<file path="src/rtl/pmem_arbiter.sv">
// Arbitrates cacheline read/write requests from NUM_PORTS caches onto one physical-memory port.
// Define PMEM_ARBITER_RR_EN for round-robin arbitration; otherwise the highest-indexed requester wins.
module pmem_arbiter #(
  parameter int NUM_PORTS  = 2,
  parameter int ADDR_WIDTH = 32,
  parameter int LINE_WIDTH = 256
) (
  input  logic                             clk,
  input  logic                             rst_n,
  input  logic [NUM_PORTS-1:0]             req_read,
  input  logic [NUM_PORTS-1:0]             req_write,
  input  logic [NUM_PORTS*ADDR_WIDTH-1:0]  req_addr,
  input  logic [NUM_PORTS*LINE_WIDTH-1:0]  req_wdata,
  output logic [NUM_PORTS-1:0]             req_resp,
  output logic [LINE_WIDTH-1:0]            req_rdata,
  output logic                             pmem_read,
  output logic                             pmem_write,
  output logic [ADDR_WIDTH-1:0]            pmem_address,
  output logic [LINE_WIDTH-1:0]            pmem_wdata,
  input  logic [LINE_WIDTH-1:0]            pmem_rdata,
  input  logic                             pmem_resp
);

  // state | meaning
  // IDLE  | no transaction outstanding; arbitrate among requesters
  // BUSY  | captured transaction on pmem, waiting for pmem_resp
  localparam logic [0:0] S_IDLE = 1'b0;
  localparam logic [0:0] S_BUSY = 1'b1;

  localparam int IDX_W = $clog2(NUM_PORTS);

  logic [0:0]            state;
  logic [IDX_W-1:0]      grant_q;
  logic                  write_q;
  logic [NUM_PORTS-1:0]  requesting;
  logic                  sel_found;
  logic [IDX_W-1:0]      sel_idx;
  logic                  sel_write;
  logic [ADDR_WIDTH-1:0] sel_addr;
  logic [LINE_WIDTH-1:0] sel_wdata;

  assign requesting = req_read | req_write;

`ifdef PMEM_ARBITER_RR_EN
  logic [IDX_W-1:0] last_grant;
  int               cand;

  always_comb begin
    sel_found = 1'b0;
    sel_idx   = '0;
    cand      = 0;
    for (int k = 0; k < NUM_PORTS; k++) begin
      cand = (int'(last_grant) + 1 + k) % NUM_PORTS;
      if (!sel_found && requesting[cand[IDX_W-1:0]]) begin
        sel_found = 1'b1;
        sel_idx   = cand[IDX_W-1:0];
      end
    end
  end

  always_ff @(posedge clk or negedge rst_n) begin
    if (!rst_n) begin
      last_grant <= IDX_W'(NUM_PORTS - 1);
    end else if (state == S_IDLE && sel_found) begin
      last_grant <= sel_idx;
    end
  end
`else
  // Later (higher-indexed) hits overwrite earlier ones, so data beats instruction.
  always_comb begin
    sel_found = |requesting;
    sel_idx   = '0;
    for (int k = 0; k < NUM_PORTS; k++) begin
      if (requesting[k[IDX_W-1:0]]) begin
        sel_idx = k[IDX_W-1:0];
      end
    end
  end
`endif

  always_comb begin
    sel_write = 1'b0;
    sel_addr  = '0;
    sel_wdata = '0;
    for (int k = 0; k < NUM_PORTS; k++) begin
      if (k[IDX_W-1:0] == sel_idx) begin
        sel_write = req_write[k[IDX_W-1:0]];
        sel_addr  = req_addr[k*ADDR_WIDTH +: ADDR_WIDTH];
        sel_wdata = req_wdata[k*LINE_WIDTH +: LINE_WIDTH];
      end
    end
  end

  always_ff @(posedge clk or negedge rst_n) begin
    if (!rst_n) begin
      state        <= S_IDLE;
      grant_q      <= '0;
      write_q      <= 1'b0;
      pmem_address <= '0;
      pmem_wdata   <= '0;
    end else begin
      case (state)
        S_IDLE: begin
          if (sel_found) begin
            state        <= S_BUSY;
            grant_q      <= sel_idx;
            write_q      <= sel_write;
            pmem_address <= sel_addr;
            pmem_wdata   <= sel_wdata;
          end
        end
        default: begin
          if (pmem_resp) begin
            state <= S_IDLE;
          end
        end
      endcase
    end
  end

  assign pmem_read  = (state == S_BUSY) && !write_q;
  assign pmem_write = (state == S_BUSY) &&  write_q;
  assign req_rdata  = pmem_rdata;

  always_comb begin
    req_resp = '0;
    if (state == S_BUSY && pmem_resp) begin
      req_resp[grant_q] = 1'b1;
    end
  end

endmodule

</file>
<file path="config.mk">
export PLATFORM = sky130hd
export DESIGN_NAME = pmem_arbiter
export DESIGN_NICKNAME = d
export VERILOG_FILES = /design/src/rtl/pmem_arbiter.sv
export SDC_FILE = /design/constraint.sdc
export NUM_CORES = 1
export LEC_CHECK = 0
export ABC_AREA = 1
export CELL_PAD_IN_SITES_DETAIL_PLACEMENT = 1
export CELL_PAD_IN_SITES_GLOBAL_PLACEMENT = 1
export CORE_AREA = 2 2 539 541
export DETAILED_ROUTE_END_ITERATION = 10
export DIE_AREA = 0 0 541 543
export GPL_ROUTABILITY_DRIVEN = 0
export GPL_TIMING_DRIVEN = 0
export PLACE_DENSITY = 0.3
export RECOVER_POWER = 100
export SETUP_SLACK_MARGIN = 0.3
export SLEW_MARGIN = 20
export SYNTH_ARGS = -nofsm -noshare
export SYNTH_HDL_FRONTEND = slang
export SYNTH_SLANG_ARGS = --single-unit
</file>
<file path="constraint.sdc">
create_clock -name clk -period 2.2 [get_ports clk]
set_input_delay 0.44 -clock clk [delete_from_list [all_inputs] [get_ports clk]]
set_output_delay 0.44 -clock clk [all_outputs]
set_load 0.03 [all_outputs]
</file>
Yosys cells after proc, flatten, opt, wreduce, memory -nomap -nowiden --
Cells that the tools add are included.
Cells by class: reduce and logical (&&, ||, !) cells 7, div/mod/pow operators 0, mux-type cells 10, add/sub/neg operators 0, bitwise logic cells 2, shift operators 0, equal/unequal tests 0, order comparisons 2, $mul 0
Operator list (number):
- two-way mux 256 bit | 1
- two-way mux 32 bit | 1
- two-way mux 1 bit | 6
- logical AND 1 bit | 4
- less-than comparator 1 x 2 -> 1 bit (second input constant) | 1
- two-way mux 2 bit | 1
- bitwise OR 2 bit | 1
- AND reduction 2 bit | 1
- OR reduction 2 bit | 1
- demux 1 bit (select 1 bit) | 1
- >= comparator 1 bit (second input constant) | 1
- logical NOT 1 bit | 1
- inverter 1 bit | 1
Storage, ports and cells: memories 0, memory bits (writable) 0, latch bits 0, register bits 291, word-level logic and storage cells 26, memory bits (read-only) 0, output and inout port bits 548, input bits 839

Longest topological paths before layout --
Gate-level depths: netlist (run 1).
depth after elaboration 5, gate-level depth with buffers 9, mapped depth without buffers 5

Worst setup path before layout (run 1) --
Ideal clock, no wire load.
kind input to register, from in req_write[1], to reg pmem_address[0], cell stages on the path 7, slack 0.757 ns, data required time 2.083 ns, data arrival time 1.326 ns, path buffers 3, library setup time 0.117 ns, cells stage by stage buf_4 o21ai_1 nand2_2 buf_2 buf_2 nand2_1 nand2_1
On the way: cells in the longest elaborated chain, start to end 3, elaborated cells on any way between the ends 5, those cells by class 2 x mux; 1 x bitwise; 2 x reduce/logical
RTL lines:
- start, declared | line 11 | input logic [NUM_PORTS-1:0] req_write,
- bitwise OR 2 bit (*) | line 42 | assign requesting = req_read | req_write;
- two-way mux 1 bit / OR reduction 2 bit (equally long branches) | line 74, 71
- two-way mux 32 bit / AND reduction 2 bit (equally long branches)
- end signal, assigned | line 108 | pmem_address <= sel_addr;
- end, declared | line 18 | output logic [ADDR_WIDTH-1:0] pmem_address,
Mark *: on every way between the ends. The rest lies on a longest branch, timed or not. A chain may end at the register's enable or synchronous reset.

Worst setup path after layout (run 1) --
from reg pmem_wdata[36], to out pmem_wdata[36]
RTL lines:
- start, declared | line 19 | output logic [LINE_WIDTH-1:0] pmem_wdata,
- start signal, assigned | line 109 | pmem_wdata <= sel_wdata;
No word-level cell between the ends.

==> flow_summary_export.csv, run 1 <==
group,metric,value,unit
placement,numPortBuffers,1128,
min_path,hold_path.class,"in2async",
clocking,cts.sinks,291,
clocking,clock_latency,670,ps
clocking,cts_max_level,2,
yosys,syn-cell-area,17000,sq um
floorplanning,ios,1387,
floorplanning,die-area,294000,sq um
routing,via_per_inst,2.77,
run_status,outcome,"finished, final reports clean",
floorplanning,core,287000,sq um
run,max_cap_viol_count,0,
worst_setup_path,cp_cell_sequence,"clkbuf_1",
sta,finalCritPeriodShare,0.915,
layout,nFillCells,34500,
layout,syn_to_final_growth,95.6,%
sta,rsz0062_at_grt,"true",
global_route,grt_pass1_vias,22500,
yosys,ys_warn_count,0,
global_route,grt_use_total,0.110,
layout,layout_common_cells,"nand2_1 (1449), clkdlybuf4s50_1 (579), clkbuf_1 (340)",
yosys,syn_nets,3297,
worst_setup_path,critPathMaxFanout,2,
yosys,synth.distinct_cells,13,
routing,vias,20800,
yosys,syn_area_per_cell,6.90,sq um
yosys,synthCells,2458,
floorplanning,rows,197,
worst_setup_path,crit_required,1760,ps
sta,drv_slew,0,
worst_setup_path,reg2reg_depth,8,
worst_setup_path,ff2ff_setup_slack,280,ps
sta,clock-skew-final,25.7,ps
sta,fmax,0.497,GHz
worst_setup_path,worstPathArrival,1570,ps
floorplanning,die_w,541,um
clocking,clockBufferDepth,3,
global_route,grt_pass1_wl,218000,um
worst_setup_path,critPathKind,"reg2out",
routing,wl,168000,um
power,powerDensity,1150,nW/um^2
routing,wl_per_cell,22.4,um
global_route,grt_max_degree,67,
floorplanning,start_util,0.0590,
routing,drc,0,
global_route,antenna_found_initial,91,
placement,hpwl,142000,um
yosys,synth_top_area_share,0.430,
sta,setup_violations,0,
layout,mostFrequentLayoutCell,"nand2_1",
layout,fin_cells,7491,
clocking,cts_inserted_buffers,50,
clocking,tritoncts,"done",
worst_setup_path,r2r-start,"state$_DFF_PN0_",
worst_setup_path,cp_slowest_cell,"clkbuf_1",
global_route,grt-ovfl-total,0,
worst_setup_path,startpoint_type,"register",
routing,drt_pass1_iterations,4,
sta,slew_headroom,0.302,
layout,stdcell_area,33200,sq um
routing,ant_nets,0,
clocking,clk_pin_slew,60,ps
worst_setup_path,path_delay_family,"buffers and inverters",
layout,drive_gt1_frac,0.129,
sta,hold_viol_final,0,
yosys,synth_seq_cells,291,
layout,nets,4487,
placement,dpl.cell_count,7373,
yosys,seq_area_frac_synth,0.430,
worst_setup_path,end_kind,"primary output",
power,ir_drop,0.551,mV
layout,fin_util,0.115,
power,static-leakage-power,14.4,nW
yosys,synth_area_leader_cell,"dfrtp_1",
placement,place_area,33100,sq um
worst_setup_path,critPathBufInv,1,
worst_setup_path,slowest_delay,540,ps
sta,period_needed,2010,ps
worst_setup_path,rr_endpoint,"pmem_wdata[83]$_DFFE_PN0P_",
clocking,cts_root_buf,"clkbuf_16",
floorplanning,dieHeight,543,um
yosys,ys_top_cells_by_area,"dfrtp_1 (43%), nand2_1 (32%), buf_4 (13%)",
routing,first_iter_violations,697,
sta,tightest_slew,1050,ps
[per-stage QoR]
step,total power [mW],setup WS [ps],hold slack [ps],setup TNS (ps)
after floorplan,20.8,757,144,0
after global placement,34.2,-17260,462,-5239640
after detailed placement,34.1,-1500,465,-253800
after CTS,41.2,128,278,0
after global routing,41.2,78.3,346,0
final,38.2,187,345,0
[registers in the layout (all words and copies together), names as in the netlist]
| register | cells |
|---|---|
| grant_q | 1 |
| pmem_address | 32 |
| write_q | 1 |
| pmem_wdata | 256 |
| state | 1 |
[synthesized netlist by cell type]
master       n
nand2_2      1
o21ai_0    273
inv_1        4
clkbuf_1    65
o21ai_1     18
buf_2       58
buf_4      290
dfrtp_1    291
nor2_2       1
nor2_1       4
buf_1        1
buf_6        1
nand2_1   1451
[worst max-delay path by stage]
stage	startpoint	endpoint	slack (ps)	cells after the start
global route	state$_DFF_PN0_	pmem_wdata[250]$_DFFE_PN0P_	80	7
global placement	rst_n	pmem_wdata[209]$_DFFE_PN0P_	-17260	1
finish	pmem_wdata[36]$_DFFE_PN0P_	pmem_wdata[36]	190	1
CTS	state$_DFF_PN0_	pmem_address[23]$_DFFE_PN0P_	130	7
detailed placement	req_read[1]	pmem_address[23]$_DFFE_PN0P_	-1500	6
floorplan	req_write[1]	pmem_address[0]$_DFFE_PN0P_	760	7
[final cells by class]
| cell class | instances | area, sq um | area share |
|---|---|---|---|
| timing repair buffer | 1138 | 9700 | 0.293 |
| sequential | 291 | 7280 | 0.220 |
| multi-input combinational | 1748 | 6950 | 0.210 |
| tap | 3781 | 4730 | 0.143 |
| buffer | 415 | 2800 | 0.0846 |
| clock buffer | 71 | 1440 | 0.0434 |
| clock inverter | 19 | 173 | 0.00521 |
| antenna | 24 | 60.1 | 0.00181 |
| inverter | 4 | 15.0 | 0.000453 |
[metal layers]
| metal | track usage | wire length, um | up-vias |
|---|---|---|---|
| met1 | 0.130 | 69300 | 9776 |
| met4 | 0.0224 | 3280 | 64 |
| met5 | 0 | 374 | - |
| met3 | 0.0477 | 16600 | 165 |
| met2 | 0.185 | 78300 | 1005 |
| li1 | - | - | 9766 |
[kinds of logic after synthesis]
family	share of synthesized area
AOI/OAI and AO/OA	0.0859
buffers and inverters	0.162
DFF	0.430
and+or+nand+nor	0.323
[where the power goes]
part           leakage (nW)  total (mW)  switching (mW)  internal, mW
registers              3.47        9.75            1.64          8.11
clock network         0.799        8.26            3.50          4.76
logic                  10.1        20.2            15.2          4.96
total                  14.4        38.2            20.4          17.8
[timing repair]
action,in CTS,in global routing
hold buffers,1,0
endpoints found under the hold margin,59,0
pin swaps,1,1
setup endpoints to repair,582,269
gates resized for setup,779,391
buffers inserted,3,0
No activity file was read; power rests on OpenSTA's default activity.
==> run 2, diff against run 1 <==
--- a/config.mk
+++ b/config.mk
@@ -16,6 +16,7 @@
 export PLACE_DENSITY = 0.3
 export RECOVER_POWER = 100
 export SETUP_SLACK_MARGIN = 0.3
+export SKIP_LAST_GASP = 1
 export SLEW_MARGIN = 20
 export SYNTH_ARGS = -nofsm -noshare
 export SYNTH_HDL_FRONTEND = slang
==> results of run 2 <==
No change in the layout: final DEF, timing and power equal those of run 1.
